## config.mk

```make
export PLATFORM = sky130hd
export DESIGN_NAME = cache_ctrl_fsm
export DESIGN_NICKNAME = d
export VERILOG_FILES = /design/src/rtl/cache_ctrl_fsm_pkg.sv /design/src/rtl/cache_ctrl_fsm_timeout.sv /design/src/rtl/cache_ctrl_fsm.sv
export SDC_FILE = /design/constraint.sdc
export NUM_CORES = 1
export LEC_CHECK = 0
export CORE_MARGIN = 2
export CORE_UTILIZATION = 55
export DETAILED_ROUTE_END_ITERATION = 10
export PLACE_DENSITY = 0.85
export SYNTH_ARGS = -nofsm -noshare
export SYNTH_HDL_FRONTEND = slang
export SYNTH_SLANG_ARGS = --single-unit
```

## constraint.sdc

```tcl
create_clock -name clk -period 3.1 [get_ports clk]
set_clock_uncertainty 0.2 [all_clocks]
set_input_delay 0.62 -clock clk [delete_from_list [all_inputs] [get_ports clk]]
set_output_delay 0.62 -clock clk [all_outputs]
set_load 0.005 [all_outputs]
```

## src/rtl/cache_ctrl_fsm_pkg.sv

```systemverilog
// Shared types for the L1 request sequencer: line coherence states and controller states.
package cache_pkg;

  typedef enum logic [1:0] {
    LS_I  = 2'b00,
    LS_S  = 2'b01,
    LS_UC = 2'b10,
    LS_UD = 2'b11
  } line_state_t;

  typedef enum logic [2:0] {
    IDLE,
    LOOKUP,
    WB_ISSUE,
    WB_WAIT,
    RF_ISSUE,
    RF_WAIT,
    UP_ISSUE,
    UP_WAIT
  } ctrl_state_t;

  function automatic logic lookup_hit(input logic tag_hit, input line_state_t ls);
    return tag_hit && (ls != LS_I);
  endfunction

endpackage

```

## src/rtl/cache_ctrl_fsm_timeout.sv

```systemverilog
// Bus-response watchdog: down-counter reloaded on clear, flags the TIMEOUT-th enabled cycle.
module ace_timeout_ctr #(
  parameter int TIMEOUT = 1024
) (
  input  logic clk,
  input  logic rst,
  input  logic clear,
  input  logic en,
  output logic expired
);

  localparam int CW = (TIMEOUT > 2) ? $clog2(TIMEOUT) : 1;
  localparam logic [CW-1:0] LOAD = (TIMEOUT > 0) ? CW'(TIMEOUT - 1) : '0;
  localparam bit ENABLED = (TIMEOUT > 0);

  logic [CW-1:0] cnt_q;
  logic [CW-1:0] cnt_d;

  always_comb begin
    cnt_d = cnt_q;
    if (clear) begin
      cnt_d = LOAD;
    end else if (en && (cnt_q != '0)) begin
      cnt_d = cnt_q - CW'(1);
    end
  end

  always_ff @(posedge clk or posedge rst) begin
    if (rst) begin
      cnt_q <= '0;
    end else begin
      cnt_q <= cnt_d;
    end
  end

  // The first enabled cycle after clear sees LOAD, so zero marks the TIMEOUT-th cycle.
  assign expired = ENABLED && en && (cnt_q == '0);

endmodule

```

## src/rtl/cache_ctrl_fsm.sv

```systemverilog
// L1 request sequencer: classifies CPU accesses and drives ACE requests and line array writes.
//
// state    | meaning
// IDLE     | ready for a CPU access
// LOOKUP   | tag/state result valid, classify hit/miss/upgrade
// WB_ISSUE | send WriteClean for dirty victim
// WB_WAIT  | wait for writeback completion
// RF_ISSUE | send ReadShared for refill
// RF_WAIT  | wait for refill data
// UP_ISSUE | send MakeUnique for store to shared line
// UP_WAIT  | wait for upgrade completion
module cache_ctrl_fsm
  import cache_pkg::*;
#(
  parameter int CNT_W   = 16,
  parameter int TIMEOUT = 1024
) (
  input  logic             clk,
  input  logic             rst,
  input  logic             cpu_req_valid,
  input  logic             cpu_req_we,
  output logic             cpu_req_ready,
  output logic             cpu_resp_valid,
  output logic             cpu_err,
  output logic             tag_rd_en,
  input  logic             tag_hit,
  input  logic [1:0]       line_state,
  output logic             wb_rd_en,
  output logic             data_we,
  output logic             refill_we,
  output logic             state_we,
  output logic [1:0]       state_nxt,
  input  logic             snoop_active,
  output logic             read_req,
  output logic             write_req,
  output logic             invalid_req,
  input  logic             ace_ready,
  output logic [CNT_W-1:0] hit_cnt,
  output logic [CNT_W-1:0] miss_cnt
);

  ctrl_state_t      state_q, state_d;
  logic             we_q, we_d;
  logic [CNT_W-1:0] hit_cnt_q, hit_cnt_d;
  logic [CNT_W-1:0] miss_cnt_q, miss_cnt_d;

  line_state_t ls;
  logic        hit;
  logic        in_wait;
  logic        tmo_clear;
  logic        tmo_expired;

  assign ls        = line_state_t'(line_state);
  assign hit       = lookup_hit(tag_hit, ls);
  assign in_wait   = (state_q == WB_WAIT) || (state_q == RF_WAIT) || (state_q == UP_WAIT);
  assign tmo_clear = read_req || write_req || invalid_req;

  ace_timeout_ctr #(
    .TIMEOUT(TIMEOUT)
  ) u_tmo (
    .clk    (clk),
    .rst    (rst),
    .clear  (tmo_clear),
    .en     (in_wait),
    .expired(tmo_expired)
  );

  always_ff @(posedge clk or posedge rst) begin
    if (rst) begin
      state_q    <= IDLE;
      we_q       <= 1'b0;
      hit_cnt_q  <= '0;
      miss_cnt_q <= '0;
    end else begin
      state_q    <= state_d;
      we_q       <= we_d;
      hit_cnt_q  <= hit_cnt_d;
      miss_cnt_q <= miss_cnt_d;
    end
  end

  always_comb begin
    state_d = state_q;
    we_d    = we_q;
    unique case (state_q)
      IDLE: begin
        if (cpu_req_valid) begin
          we_d    = cpu_req_we;
          state_d = LOOKUP;
        end
      end
      LOOKUP: begin
        if (hit) begin
          state_d = (we_q && (ls == LS_S)) ? UP_ISSUE : IDLE;
        end else begin
          state_d = (ls == LS_UD) ? WB_ISSUE : RF_ISSUE;
        end
      end
      WB_ISSUE: if (!snoop_active) state_d = WB_WAIT;
      RF_ISSUE: if (!snoop_active) state_d = RF_WAIT;
      UP_ISSUE: if (!snoop_active) state_d = UP_WAIT;
      WB_WAIT: begin
        if (ace_ready)        state_d = RF_ISSUE;
        else if (tmo_expired) state_d = IDLE;
      end
      RF_WAIT: begin
        if (ace_ready)        state_d = we_q ? UP_ISSUE : IDLE;
        else if (tmo_expired) state_d = IDLE;
      end
      UP_WAIT: begin
        if (ace_ready || tmo_expired) state_d = IDLE;
      end
      default: state_d = IDLE;
    endcase
  end

  always_comb begin
    cpu_req_ready  = 1'b0;
    cpu_resp_valid = 1'b0;
    cpu_err        = 1'b0;
    tag_rd_en      = 1'b0;
    wb_rd_en       = 1'b0;
    data_we        = 1'b0;
    refill_we      = 1'b0;
    state_we       = 1'b0;
    state_nxt      = LS_I;
    read_req       = 1'b0;
    write_req      = 1'b0;
    invalid_req    = 1'b0;
    unique case (state_q)
      IDLE: begin
        cpu_req_ready = 1'b1;
        tag_rd_en     = cpu_req_valid;
      end
      LOOKUP: begin
        if (hit) begin
          if (!we_q) begin
            cpu_resp_valid = 1'b1;
          end else if (ls != LS_S) begin
            data_we        = 1'b1;
            state_we       = 1'b1;
            state_nxt      = LS_UD;
            cpu_resp_valid = 1'b1;
          end
        end else begin
          wb_rd_en = (ls == LS_UD);
        end
      end
      WB_ISSUE: write_req   = !snoop_active;
      RF_ISSUE: read_req    = !snoop_active;
      UP_ISSUE: invalid_req = !snoop_active;
      // A completion in the expiry cycle takes priority over the error path.
      WB_WAIT: begin
        if (ace_ready) begin
          state_we  = 1'b1;
          state_nxt = LS_I;
        end else if (tmo_expired) begin
          cpu_resp_valid = 1'b1;
          cpu_err        = 1'b1;
        end
      end
      RF_WAIT: begin
        if (ace_ready) begin
          refill_we      = 1'b1;
          state_we       = 1'b1;
          state_nxt      = LS_S;
          cpu_resp_valid = !we_q;
        end else if (tmo_expired) begin
          cpu_resp_valid = 1'b1;
          cpu_err        = 1'b1;
        end
      end
      UP_WAIT: begin
        if (ace_ready) begin
          data_we        = 1'b1;
          state_we       = 1'b1;
          state_nxt      = LS_UD;
          cpu_resp_valid = 1'b1;
        end else if (tmo_expired) begin
          cpu_resp_valid = 1'b1;
          cpu_err        = 1'b1;
        end
      end
      default: ;
    endcase
  end

  always_comb begin
    hit_cnt_d  = hit_cnt_q;
    miss_cnt_d = miss_cnt_q;
    if (state_q == LOOKUP) begin
      if (hit && (hit_cnt_q != '1))   hit_cnt_d  = hit_cnt_q + CNT_W'(1);
      if (!hit && (miss_cnt_q != '1)) miss_cnt_d = miss_cnt_q + CNT_W'(1);
    end
  end

  assign hit_cnt  = hit_cnt_q;
  assign miss_cnt = miss_cnt_q;

endmodule

```

==> results of run 1 <==
critical path, stage by stage, from the launching register on:
cell	delay, ns
sky130_fd_sc_hd__dfrtp_1	0.51
sky130_fd_sc_hd__or3b_4	0.48
sky130_fd_sc_hd__nor3_1	0.26
sky130_fd_sc_hd__clkdlybuf4s50_1	0.57
cell usage in the layout (no fill, tap or decap), drive strengths merged, types with 10 or more instances in the layout:
master | synthesis | final
buf | 2 | 12
clkdlybuf4s50 | 0 | 50
dfrtp | 46 | 46
nand2 | 22 | 22
nand3 | 15 | 15
nand4 | 15 | 15
nor2 | 14 | 14
nor3 | 14 | 14
nor4 | 10 | 10
xnor2 | 15 | 15
xor2 | 16 | 16
how the worst max path moves through the flow:
stage                   start             end  slack [ns]  cells after the start
4_1_cts        u_tmo.cnt_q[1]         cpu_err        0.01                      7
5_1_grt            state_q[2]        wb_rd_en        0.02                      3
3_5_place_dp        ace_ready    state_nxt[0]        0.04                      5
3_3_place_gp        ace_ready    state_nxt[0]        0.05                      5
6_report           state_q[2]        wb_rd_en        0.15                      3
2_1_floorplan  u_tmo.cnt_q[0]  cpu_resp_valid        0.86                      6
flip-flops by register name, summed over array words and instances (netlist names):
signal,flops
state_q,3
hit_cnt,16
we_q,1
miss_cnt,16
u_tmo.cnt_q,10
power by group through the flow:
stage,Clock [mW],Combinational [mW],Sequential (mW)
detailed placement,0,0.706,0.867
floorplan,0,0.446,0.814
CTS,0.458,0.728,0.851
global route,0.479,0.817,0.873
finish,0.451,0.743,0.849
global placement,0,0.689,0.863
stage by stage:
| step | cell area, µm² | power [mW] | cells | utilization [%] |
|---|---|---|---|---|
| CTS | 3380 | 2.04 | 382 | 72.9 |
| global placement | 3240 | 1.55 | 372 | 70.0 |
| detailed placement | 3240 | 1.57 | 372 | 70.0 |
| finish | 3400 | 2.04 | 383 | 73.4 |
| global route | 3400 | 2.17 | 383 | 73.4 |
| floorplan | 2600 | 1.26 | 262 | - |
routing by layer:
layer	vias to the layer above	wire [µm]	global-route usage, %
met5	-	0	0
met1	1113	2580	30.7
met2	64	2800	36.1
met3	11	274	4.28
li1	1108	-	-
met4	0	125	10.1
area by class of cell:
cell class,instances,share of cell area (%)
multi-input cells,203,41.6
flip-flops and latches,46,34.0
repair buffers,65,18.4
clock buffers,6,2.14
well taps,54,1.99
clock inverters,2,1.10
inverters,7,0.773
cells by family after synthesis:
family	Yosys count	share of synthesized area [%]
simple gates	127	29.4
flops	46	44.2
compound gates	34	9.14
xor+xnor	31	10.4
buf+inv	13	2.07
mux	7	2.84
fa+ha+maj	4	1.92
repair_timing:
item | CTS | global route
gates resized for setup | 4 | 5
pin swaps | 1 | 1
setup buffers | 2 | 1
hold endpoints to repair | 0 | 0
endpoints found under the setup margin | 2 | 3
==> run summary, run 1 <==
run status -> completed
register area share after synthesis -> 44.2%
#FFs+latches synth -> 46
net total in the final layout -> 341
Hold Path Stages -> 1
via count of the first global-routing pass -> 2,054
Antenna Diode Count -> 0
wire length of the first global-routing pass -> 9.45 mm
count of cell types in the netlist -> 50
CP Launch Type -> register
starting utilization of the core area -> 56.2%
leading cell type by number of instances after synthesis -> sky130_fd_sc_hd__dfrtp_1
share of flip-flops with an asynchronous set or reset after synthesis -> 100%
startpoint of the worst-slack reg-to-reg timing path -> state_q[2]
clock tree from TritonCTS -> built
fraction of power spent switching nets -> 34.7%
number of slew-limit violations in the final report -> 0
count of hold buffers inserted by post-cts repair -> 0
proportion of power drawn by combinational gates -> 36.3%
aggregate global routing overflow -> 0
worst hold slack -> 0.297 ns
average size of a mapped cell -> 9.93 µm²
number of iterations in the first detailed-routing pass -> 5
post-layout min period -> 2.95 ns
number of flops mapped to enable cells by yosys -> 0
via total after detailed routing -> 2,296
commonest register cell after synthesis -> sky130_fd_sc_hd__dfrtp_1
worst relative slew slack -> 42.6%
hold violation count in the final report -> 0
WL per Instance -> 15.1 µm
setup repair after global routing missed its margin -> no
start point of the worst min-delay path -> hit_cnt[15]
vias per cell -> 5.99
sum of negative setup slack -> 0 ns
die span in x -> 72.8 µm
most instantiated cells after synthesis -> sky130_fd_sc_hd__dfrtp_1, sky130_fd_sc_hd__nand2_1, sky130_fd_sc_hd__xor2_1
die area -> 5300 µm²
Worst IR Drop VDD -> 0.399 mV
clock slew at reported path FFs -> 0.09 ns
number of levels in the clock H-tree -> 2
fraction of power consumed by sequential logic -> 41.6%
post-synthesis cell type with the largest combined area -> sky130_fd_sc_hd__dfrtp_1
WS Path Type -> reg -> out
Fill cells -> 345
number of port buffers -> 53
half-perimeter wire length after placement -> 4.23 mm
crit path DAT -> 2.13 ns
worst setup slack for register-to-register paths -> 1.00 ns
Reg2Reg Depth -> 4
number of buffers inserted during clock tree synthesis -> 5
cell row count -> 25
Max-Cap Viols -> 0
clock latency on the worst-skew pair -> 0.31 ns
count of warnings emitted by yosys -> 0
crit-path max FO -> 11
terminating pin of the worst hold path -> hit_cnt[15]
fraction of final layout cells with drive strength greater than 1 -> 11.6%
initial antenna violation count -> 0
WP data required -> 2.28 ns
leakage power -> 1.45 nW
post-synthesis instance total -> 262
type of element capturing the critical path -> output port
Synth Net Count -> 275
all-layer global routing usage -> 22.8%
register cell area after layout -> 1150 µm²
area of the mapped netlist -> 2600 µm²
number of primary I/O pins -> 54
Clk pwr share -> 22.1%
wire length after detailed routing -> 5.79 mm
final weighted congestion in routability-driven placement -> 0.865
number of routed nets with antenna violations -> 0
final setup slack of the worst path -> 0.150 ns
timing-limited maximum frequency -> 339 MHz
area share of the leading cell type in the synthesized netlist -> 44.2%
DRC errors left -> 0
worst min-delay path category -> reg -> reg
area taken by multi-input logic gates -> 1410 µm²
Setup WS pre-CTS -> 0.0426 ns
net switching power of the design -> 0.710 mW
period utilization -> 95.2%
sinks on the clock net -> 46
maximum number of pins on one net before global-route repair -> 26
maximum root-to-sink buffer count -> 2
area overhead of the layout relative to synthesis -> 30.5%
Pint -> 1.33 mW
Critical R2R Capture -> hit_cnt[1]
overall die height -> 72.8 µm
clk root buf -> sky130_fd_sc_hd__clkbuf_8
power density cells -> 602 nW/µm²
slew at the pin closest to its max-slew limit -> 0.856 ns
final setup violation count -> 0
synth top area cells -> sky130_fd_sc_hd__dfrtp_1, sky130_fd_sc_hd__xor2_1, sky130_fd_sc_hd__xnor2_1
core region area -> 4630 µm²
number of DRC violations after detailed-routing iteration 0 -> 95
Power figures use the tool's default switching activity.
==> run 2: changes to the inputs <==
CELL_PAD_IN_SITES_DETAIL_PLACEMENT = 0   (was default)
CELL_PAD_IN_SITES_GLOBAL_PLACEMENT = 1   (was default)
CORE_UTILIZATION = 42   (was 55)
PLACE_DENSITY = default   (was 0.85)
PLACE_DENSITY_LB_ADDON = 0.1   (was default)
==> run 2 against run 1 <==
- routed wire length is 0.45% lower
- cell area hardly changed
- final cell count is 5.7% higher
- register-to-register slack worse by 0.02 ns
- first-iteration DRC count is 44% lower
- power is 2.8% lower
- setup slack better by 0.040 ns
- clock power is 14% lower
- critical path type unchanged
==> run summary, run 2 (synthesis results as in run 1) <==
run status -> completed
vias per cell -> 5.54
top layer used by detailed routing -> met4
via total after detailed routing -> 2,242
number of slew-limit violations in the final report -> 0
via count of the first global-routing pass -> 2,051
detailed-routed wire length on met2 -> 2.64 mm
starting utilization of the core area -> 43.7%
worst relative slew slack -> 61.3%
clock latency on the worst-skew pair -> 0.31 ns
die area -> 6840 µm²
crit path DAT -> 2.09 ns
worst min-delay path category -> reg -> reg
maximum number of pins on one net before global-route repair -> 47
Max-Cap Viols -> 0
maximum root-to-sink buffer count -> 2
Setup Fix Bufs, Post-CTS -> 0
proportion of power drawn by combinational gates -> 38.6%
die span in x -> 82.7 µm
hold violation count in the final report -> 0
overall die height -> 82.7 µm
Post-Place Cell Area -> 3300 µm²
Clk pwr share -> 19.5%
area overhead of the layout relative to synthesis -> 30.4%
fraction of final layout cells with drive strength greater than 1 -> 10.6%
net switching power of the design -> 0.722 mW
all-layer global routing usage -> 18.4%
slowest CP cell -> sky130_fd_sc_hd__clkdlybuf4s50_1
Antenna Diode Count -> 0
timing-limited maximum frequency -> 344 MHz
fraction of power consumed by sequential logic -> 42.0%
crit-path max FO -> 13
number of primary I/O pins -> 54
fraction of power spent switching nets -> 36.4%
wire length of the first global-routing pass -> 9.67 mm
final weighted congestion in routability-driven placement -> 0.766
WP data required -> 2.28 ns
critical path's largest stage delay -> 0.54 ns
number of levels in the clock H-tree -> 2
period utilization -> 93.9%
core region area -> 5960 µm²
CP Launch Type -> register
number of port buffers -> 53
slew at the pin closest to its max-slew limit -> 0.580 ns
initial antenna violation count -> 0
final setup violation count -> 0
WS Path Type -> reg -> out
number of iterations in the first detailed-routing pass -> 4
half-perimeter wire length after placement -> 4.17 mm
WL per Instance -> 14.2 µm
net total in the final layout -> 342
final setup slack of the worst path -> 0.190 ns
WL met1 -> 2.89 mm
wire length after detailed routing -> 5.76 mm
commonest non-fill, non-tap cells in the layout -> sky130_fd_sc_hd__clkdlybuf4s50_1, sky130_fd_sc_hd__dfrtp_1, sky130_fd_sc_hd__nand2_1
sum of negative setup slack -> 0 ns
post-route cell area -> 3390 µm²
Setup WS pre-CTS -> 0.0553 ns
aggregate global routing overflow -> 0
type of element capturing the critical path -> output port
number of DRC violations after detailed-routing iteration 0 -> 53
clock slew at reported path FFs -> 0.09 ns
most common cell after layout, fill and taps aside -> sky130_fd_sc_hd__clkdlybuf4s50_1
length of routed met3 wiring -> 200 µm
power density cells -> 585 nW/µm²
worst setup slack for register-to-register paths -> 0.98 ns
cell row count -> 28
cell-by-cell trace of the critical path -> or3b_4 > nor3_1 > clkdlybuf4s50_1
sinks on the clock net -> 46
number of routed nets with antenna violations -> 0
setup repair after global routing missed its margin -> no
DRC errors left -> 0
Worst IR Drop VDD -> 0.317 mV
clock tree from TritonCTS -> built
Pint -> 1.26 mW
post-layout min period -> 2.91 ns
clk root buf -> sky130_fd_sc_hd__clkbuf_8
leakage power -> 1.43 nW
number of buffers inserted during clock tree synthesis -> 5
[run 2: cell types whose count changed in the layout (fill, tap and decap cells not counted), sizes merged]
cell           delta
buf               +1
bufinv            -1
clkbuf            -1
clkdlybuf4s50     +1
clkinvlp          +1
dlygate4sd2       -1
inv               +1
[run 2: worst max-delay path, delay by kind of cell (launching register included)]
kind,cells,cell delay (ns)
flip-flops,1,0.53
buffers and inverters,1,0.54
AND/OR/NAND/NOR,2,0.73
[run 2: worst paths after layout]
path                                  start             end  depth (start not counted)
worst max-delay path             state_q[1]        wb_rd_en                          3
worst min-delay path            hit_cnt[15]     hit_cnt[15]                          1
worst max register to register   state_q[1]      hit_cnt[1]                          4
worst min register to register  hit_cnt[15]     hit_cnt[15]                          1
max in group asynchronous               rst  u_tmo.cnt_q[0]                          3
min in group asynchronous               rst     miss_cnt[5]                          3
[run 2: area by class of cell]
type | count | area [µm²]
clock buffers | 5 | 68.8
multi-input cells | 203 | 1400
fillers | 562 | 2560
clock inverters | 3 | 23.8
repair buffers | 66 | 633
inverters | 7 | 26.3
well taps | 75 | 93.8
flip-flops and latches | 46 | 1150
[run 2: stage by stage]
| stage | cells | hold slack [ns] | utilization (%) | power [mW] |
|---|---|---|---|---|
| 3_5_place_dp | 397 | 0.279 | 55.4 | 1.61 |
| 4_1_cts | 405 | 0.296 | 56.9 | 2.01 |
| 5_1_grt | 405 | 0.309 | 57.0 | 2.12 |
| 6_report | 405 | 0.292 | 57.0 | 1.99 |
| 3_3_place_gp | 397 | 0.279 | 55.4 | 1.61 |
| 2_1_floorplan | 262 | 0.257 | - | 1.26 |
[run 2: power groups by stage]
stage / Sequential [mW] / Combinational [mW] / Clock, mW
5_1_grt: 0.856 / 0.845 / 0.422
3_3_place_gp: 0.845 / 0.766 / 0
2_1_floorplan: 0.814 / 0.446 / 0
4_1_cts: 0.835 / 0.776 / 0.400
6_report: 0.834 / 0.766 / 0.386
3_5_place_dp: 0.844 / 0.769 / 0
[run 2: layer usage]
| metal | up-vias | GRT usage, % |
|---|---|---|
| li1 | 1115 | - |
| met1 | 1080 | 26.6 |
| met2 | 45 | 28.4 |
| met5 | - | 0 |
| met3 | 2 | 3.80 |
| met4 | 0 | 3.93 |
[run 2: repair_timing]
action,in CTS,in global routing
resized for setup,0,3
endpoints found under the setup margin,0,3
hold buffers,0,0
==> RTL edit 1, RTL diff (config.mk and constraints of run 1) <==
`TIMEOUT` is set to 1024 in 2 places; all go to 2048.
--- a/src/rtl/cache_ctrl_fsm_timeout.sv
+++ b/src/rtl/cache_ctrl_fsm_timeout.sv
@@ -2,3 +2,3 @@
 module ace_timeout_ctr #(
-  parameter int TIMEOUT = 1024
+  parameter int TIMEOUT = 2048
 ) (
--- a/src/rtl/cache_ctrl_fsm.sv
+++ b/src/rtl/cache_ctrl_fsm.sv
@@ -15,3 +15,3 @@
   parameter int CNT_W   = 16,
-  parameter int TIMEOUT = 1024
+  parameter int TIMEOUT = 2048
 ) (
Check against the original RTL: no difference found for any inputs over 10 cycles, from zero or initial values and one cycle with rst high; that may be too few to reach the edited logic, so the function may still have changed.
==> RTL edit 1 against run 1 <==
  * Worst hold slack better by 0.014 ns
  * Non-clock buffer count is 1 higher
  * Via count is 4.9% higher
  * First-iteration DRC count is 150% higher
  * Design area is 0.66% lower
  * Largest power group unchanged
  * Routed wire length is 4.6% higher
  * Sequential cell count is 1 higher
  * Power is 5.0% higher
  * Setup slack better by 0.0055 ns
  * Area after synthesis is 0.43% higher
==> RTL edit 1: results (changes against run 1) <==
set qor(finalWeightedCongestion) 0.891 ;# +3.0%
set qor(non_clock_buffer_count) 66 ;# +1.5%
set qor(gr-usage-met3) 0.0552 ;# +0.0124
set qor(grt_first_pass_wirelength_um) 9790 ;# +3.6%
set qor(yosys_register_bits) 47 ;# +2.2%
set qor(num-fill-cells) 348 ;# +0.87%
set qor(critPathMaxStageDelay_ns) 0.52 ;# -0.05 ns
set qor(total_leakage_power_nw) 1.41 ;# -2.9%
set qor(use_met1) 0.316 ;# +0.00858
set qor(timing.critical_path.max_delay_family) {buffers and inverters}
set qor(drt-initial-drc-count) 233 ;# +150%
set qor(detail_route.wirelength.met1_um) 2700 ;# +4.7%
set qor(clock_tree_area_fraction) 0.0293 ;# -0.00312
set qor(dp_hpwl_um) 4140 ;# -2.1%
set qor(outcome) {finished, final reports clean}
set qor(ys_seq_area_frac) 0.450 ;# +0.00767
set qor(global_route_met2_usage) 0.378 ;# +0.0172
set qor(synth.top_cells.by_count) {47 x dfrtp_1, 26 x xor2_1, 19 x nand2_1, 19 x nand3_1, 15 x o21ai_0}
set qor(avgRoutedWirePerCell_um) 15.5 ;# +2.8%
set qor(buffer_area_frac) 0.184 ;# +0.000485
set qor(yosys-mux-area-fraction) 0.0129 ;# -0.0154
set qor(detailed_route_wirelength_on_metal3_um) 348 ;# +27%
set qor(grtUsageTotal) 0.236 ;# +0.00767
set qor(grt_start_max_net_pins) 48 ;# +85%
set qor(area_of_the_multi_input_gates_mm2) 0.00138 ;# -2.4%
set qor(nonClockInverterCount) 8 ;# +1
RTL edit 1: path summary, 6_finish.rpt:
path	from	endpoint	slack (ns)	cells after the start
min in group asynchronous	rst	miss_cnt[5]$_DFFE_PP0P_	0.55	3
max in group asynchronous	rst	u_tmo.cnt_q[3]$_DFFE_PP0P_	1.74	3
setup reg to reg	state_q[0]$_DFFE_PP0P_	hit_cnt[13]$_DFFE_PP0P_	0.57	4
hold / removal	hit_cnt[15]$_DFFE_PP0P_	hit_cnt[15]$_DFFE_PP0P_	0.31	1
setup / recovery	ace_ready	state_nxt[1]	0.16	5
hold reg to reg	hit_cnt[15]$_DFFE_PP0P_	hit_cnt[15]$_DFFE_PP0P_	0.31	1
RTL edit 1: power breakdown:
group          leakage (nW)  switching, mW  total (mW)  internal (mW)
sequential            0.571          0.171       0.902          0.731
clock                0.0474          0.224       0.406          0.182
combinational         0.793          0.398       0.838          0.440
total                  1.41          0.793        2.15           1.35
RTL edit 1: cells by family (layout without fill, tap and decap cells):
group	Yosys count	count (layout)
AND/OR/NAND/NOR	118	118
adder cells (fa/ha/maj)	4	4
multiplexers	3	3
AO/OA/AOI/OAI	51	51
XOR/XNOR	31	31
buffers and inverters	17	82
flip-flops	47	47
RTL edit 1: what timing repair did:
item,CTS,global route
endpoints found under the setup margin,2,1
setup buffers,3,0
resized for setup,5,2
endpoints found under the hold margin,0,0
pin swaps,2,1
RTL edit 1: metrics by stage:
stage / cell area (µm²) / cells
4_1_cts: 3380 / 390
6_report: 3370 / 390
2_1_floorplan: 2610 / 271
3_3_place_gp: 3240 / 379
3_5_place_dp: 3240 / 379
5_1_grt: 3370 / 390
==> RTL edit 2, RTL diff (config.mk and constraints of run 1) <==
Made on the original files. Make the reset (`rst`) synchronous in 2 clocked blocks.
--- a/src/rtl/cache_ctrl_fsm_timeout.sv
+++ b/src/rtl/cache_ctrl_fsm_timeout.sv
@@ -27,3 +27,3 @@
 
-  always_ff @(posedge clk or posedge rst) begin
+  always_ff @(posedge clk) begin
     if (rst) begin
--- a/src/rtl/cache_ctrl_fsm.sv
+++ b/src/rtl/cache_ctrl_fsm.sv
@@ -67,3 +67,3 @@
 
-  always_ff @(posedge clk or posedge rst) begin
+  always_ff @(posedge clk) begin
     if (rst) begin
Function: differs if rst is asserted again (counterexample within 4 cycles, from zero or initial values and one cycle with rst high); with rst held inactive, the same outputs for 10 cycles.
==> RTL edit 2 against run 1 <==
  * Core utilization grew 0.19 points
  * Routed wire length rose by 4.9%
  * Area after synthesis shrank 0.87%
  * Sequential cell count is the same
  * Setup slack got worse by 0.022 ns
  * Final cell count increased by 11%
  * Design area decreased by 3.8%
  * Critical endpoint is now state_nxt[0]
  * Largest cell class unchanged
Power is not compared: it rests on default switching activity, and its combinational part moved more than twofold at a synthesized area within 25%.
==> RTL edit 2: results (changes against run 1) <==
set qor(report.power.total_mw) 1.17
set qor(holdCritStartpoint) {u_tmo.cnt_q[8]$_SDFFE_PP0P_}
set qor(dr.pass1.iters) 4 ;# -1
set qor(r2r_start) {state_q[0]$_SDFFE_PP0P_}
set qor(drt-initial-drc-count) 113 ;# +19%
set qor(place_worst_setup_slack_ns) 0.0543 ;# +0.0117 ns
set qor(grt_start_max_net_pins) 32 ;# +23%
set qor(dp_hpwl_um) 4390 ;# +3.9%
set qor(ys_seq_area_frac) 0.357 ;# -0.0854
set qor(crit_path_max_fanout) 6 ;# -5
set qor(asyncSetResetFlopFracSynth) 0 ;# -1.00
set qor(wl_met2_um) 3050 ;# +8.7%
set qor(cp-startpoint) {ace_ready}
set qor(synth.top_cells.by_count) {46 x dfxtp_1, 44 x nor2_1, 28 x nand2_1}
set qor(timing.critical_path.arrival_ns) 2.15 ;# +0.02 ns
set qor(setup.reg_to_reg.worst_slack_ns) 0.75 ;# -0.25 ns
set qor(worst_hold_path.num_cells) 2 ;# +1
set qor(post_cts.resized_instances) 0 ;# -4
set qor(yosys.cell_types.count) 53 ;# +6.0%
set qor(synthCells) 316 ;# +21%
set qor(synth-warning-count) 0 ;# unchanged
set qor(routed_wl_um) 6070 ;# +4.9%
set qor(worst_hold_path.endpoint) {u_tmo.cnt_q[8]$_SDFFE_PP0P_}
set qor(avgRoutedWirePerCell_um) 14.3 ;# -5.4%
set qor(detailed_route_wirelength_on_metal3_um) 348 ;# +27%
set qor(finalWeightedCongestion) 0.884 ;# +2.3%
set qor(use_met1) 0.298 ;# -0.00968
set qor(setup_slack_ns) 0.127 ;# -0.0225 ns
set qor(layout-area-overhead-vs-synth_pct) 26.7
set qor(detail_route.wirelength.met1_um) 2630 ;# +1.9%
set qor(max_slew.worst_pin.slew_ns) 0.624 ;# -0.232 ns
set qor(hp-class) {reg -> reg}
set qor(nNetsFinal) 385 ;# +13%
set qor(drive_gt1_frac) 0.0858 ;# -0.0297
set qor(holdWs_ns) 0.301 ;# +0.00478 ns
set qor(grtUsageTotal) 0.245 ;# +0.0166
set qor(placed_area_mm2) 0.00317 ;# -2.2%
set qor(critical_path.reg2reg.endpoint) {miss_cnt[8]$_SDFFE_PP0P_}
set qor(gr-usage-met3) 0.0458 ;# +0.00302
set qor(num-fill-cells) 356 ;# +3.2%
set qor(synth_fp_nets) 329 ;# +20%
set qor(rr_worst_depth) 6 ;# +2
set qor(post_cts_buffers) 0 ;# -2
set qor(avgViaCountPerCell) 5.92 ;# -1.2%
set qor(outcome) {finished, final reports clean}
set qor(startpoint_type) {input port}
set qor(power.share.sequential) 0.535
set qor(global_route_met2_usage) 0.433 ;# +0.0726
set qor(cts_made_buffers) 5 ;# unchanged
set qor(grt_first_pass_wirelength_um) 10500 ;# +12%
set qor(cp-endpoint) {state_nxt[0]}
set qor(synth.top_cells.by_area) {dfxtp_1 36%, xnor2_1 7.1%, nor2_1 6.4%}
set qor(post-place-cells) 417 ;# +12%
set qor(first_global_vias) 2370 ;# +15%
## RTL edit 2: cell count changes after synthesis, sizes merged, moves of 4 or more
cell	change
dfrtp	-46
dfxtp	+46
nor2	+30
a21oi	+13
nand4	-8
xor2	-8
nand2	+7
xnor2	+6
a211oi	+5
clkbuf	+4
nand3	+4
## RTL edit 2: layout make-up
cell class | count | share of cell area
multi-input combinational | 250 | 0.478
timing repair buffer | 62 | 0.184
inverter | 7 | 0.00804
sequential | 46 | 0.282
clock buffer | 6 | 0.0253
clock inverter | 2 | 0.00383
tap | 52 | 0.0199
## RTL edit 2: cells by family after synthesis
family	count (synthesis)	share of synthesized area
compound gates	51	0.127
xor+xnor	29	0.0985
fa+ha+maj	4	0.0194
buf+inv	20	0.0388
flops	46	0.357
mux	4	0.0160
simple gates	162	0.343
## RTL edit 2: worst max-delay path, cell delays in order
cell             delay, ns
clkdlybuf4s50_1       0.58
nand3_1               0.14
a21boi_1              0.21
or2_2                 0.13
clkdlybuf4s50_1       0.48
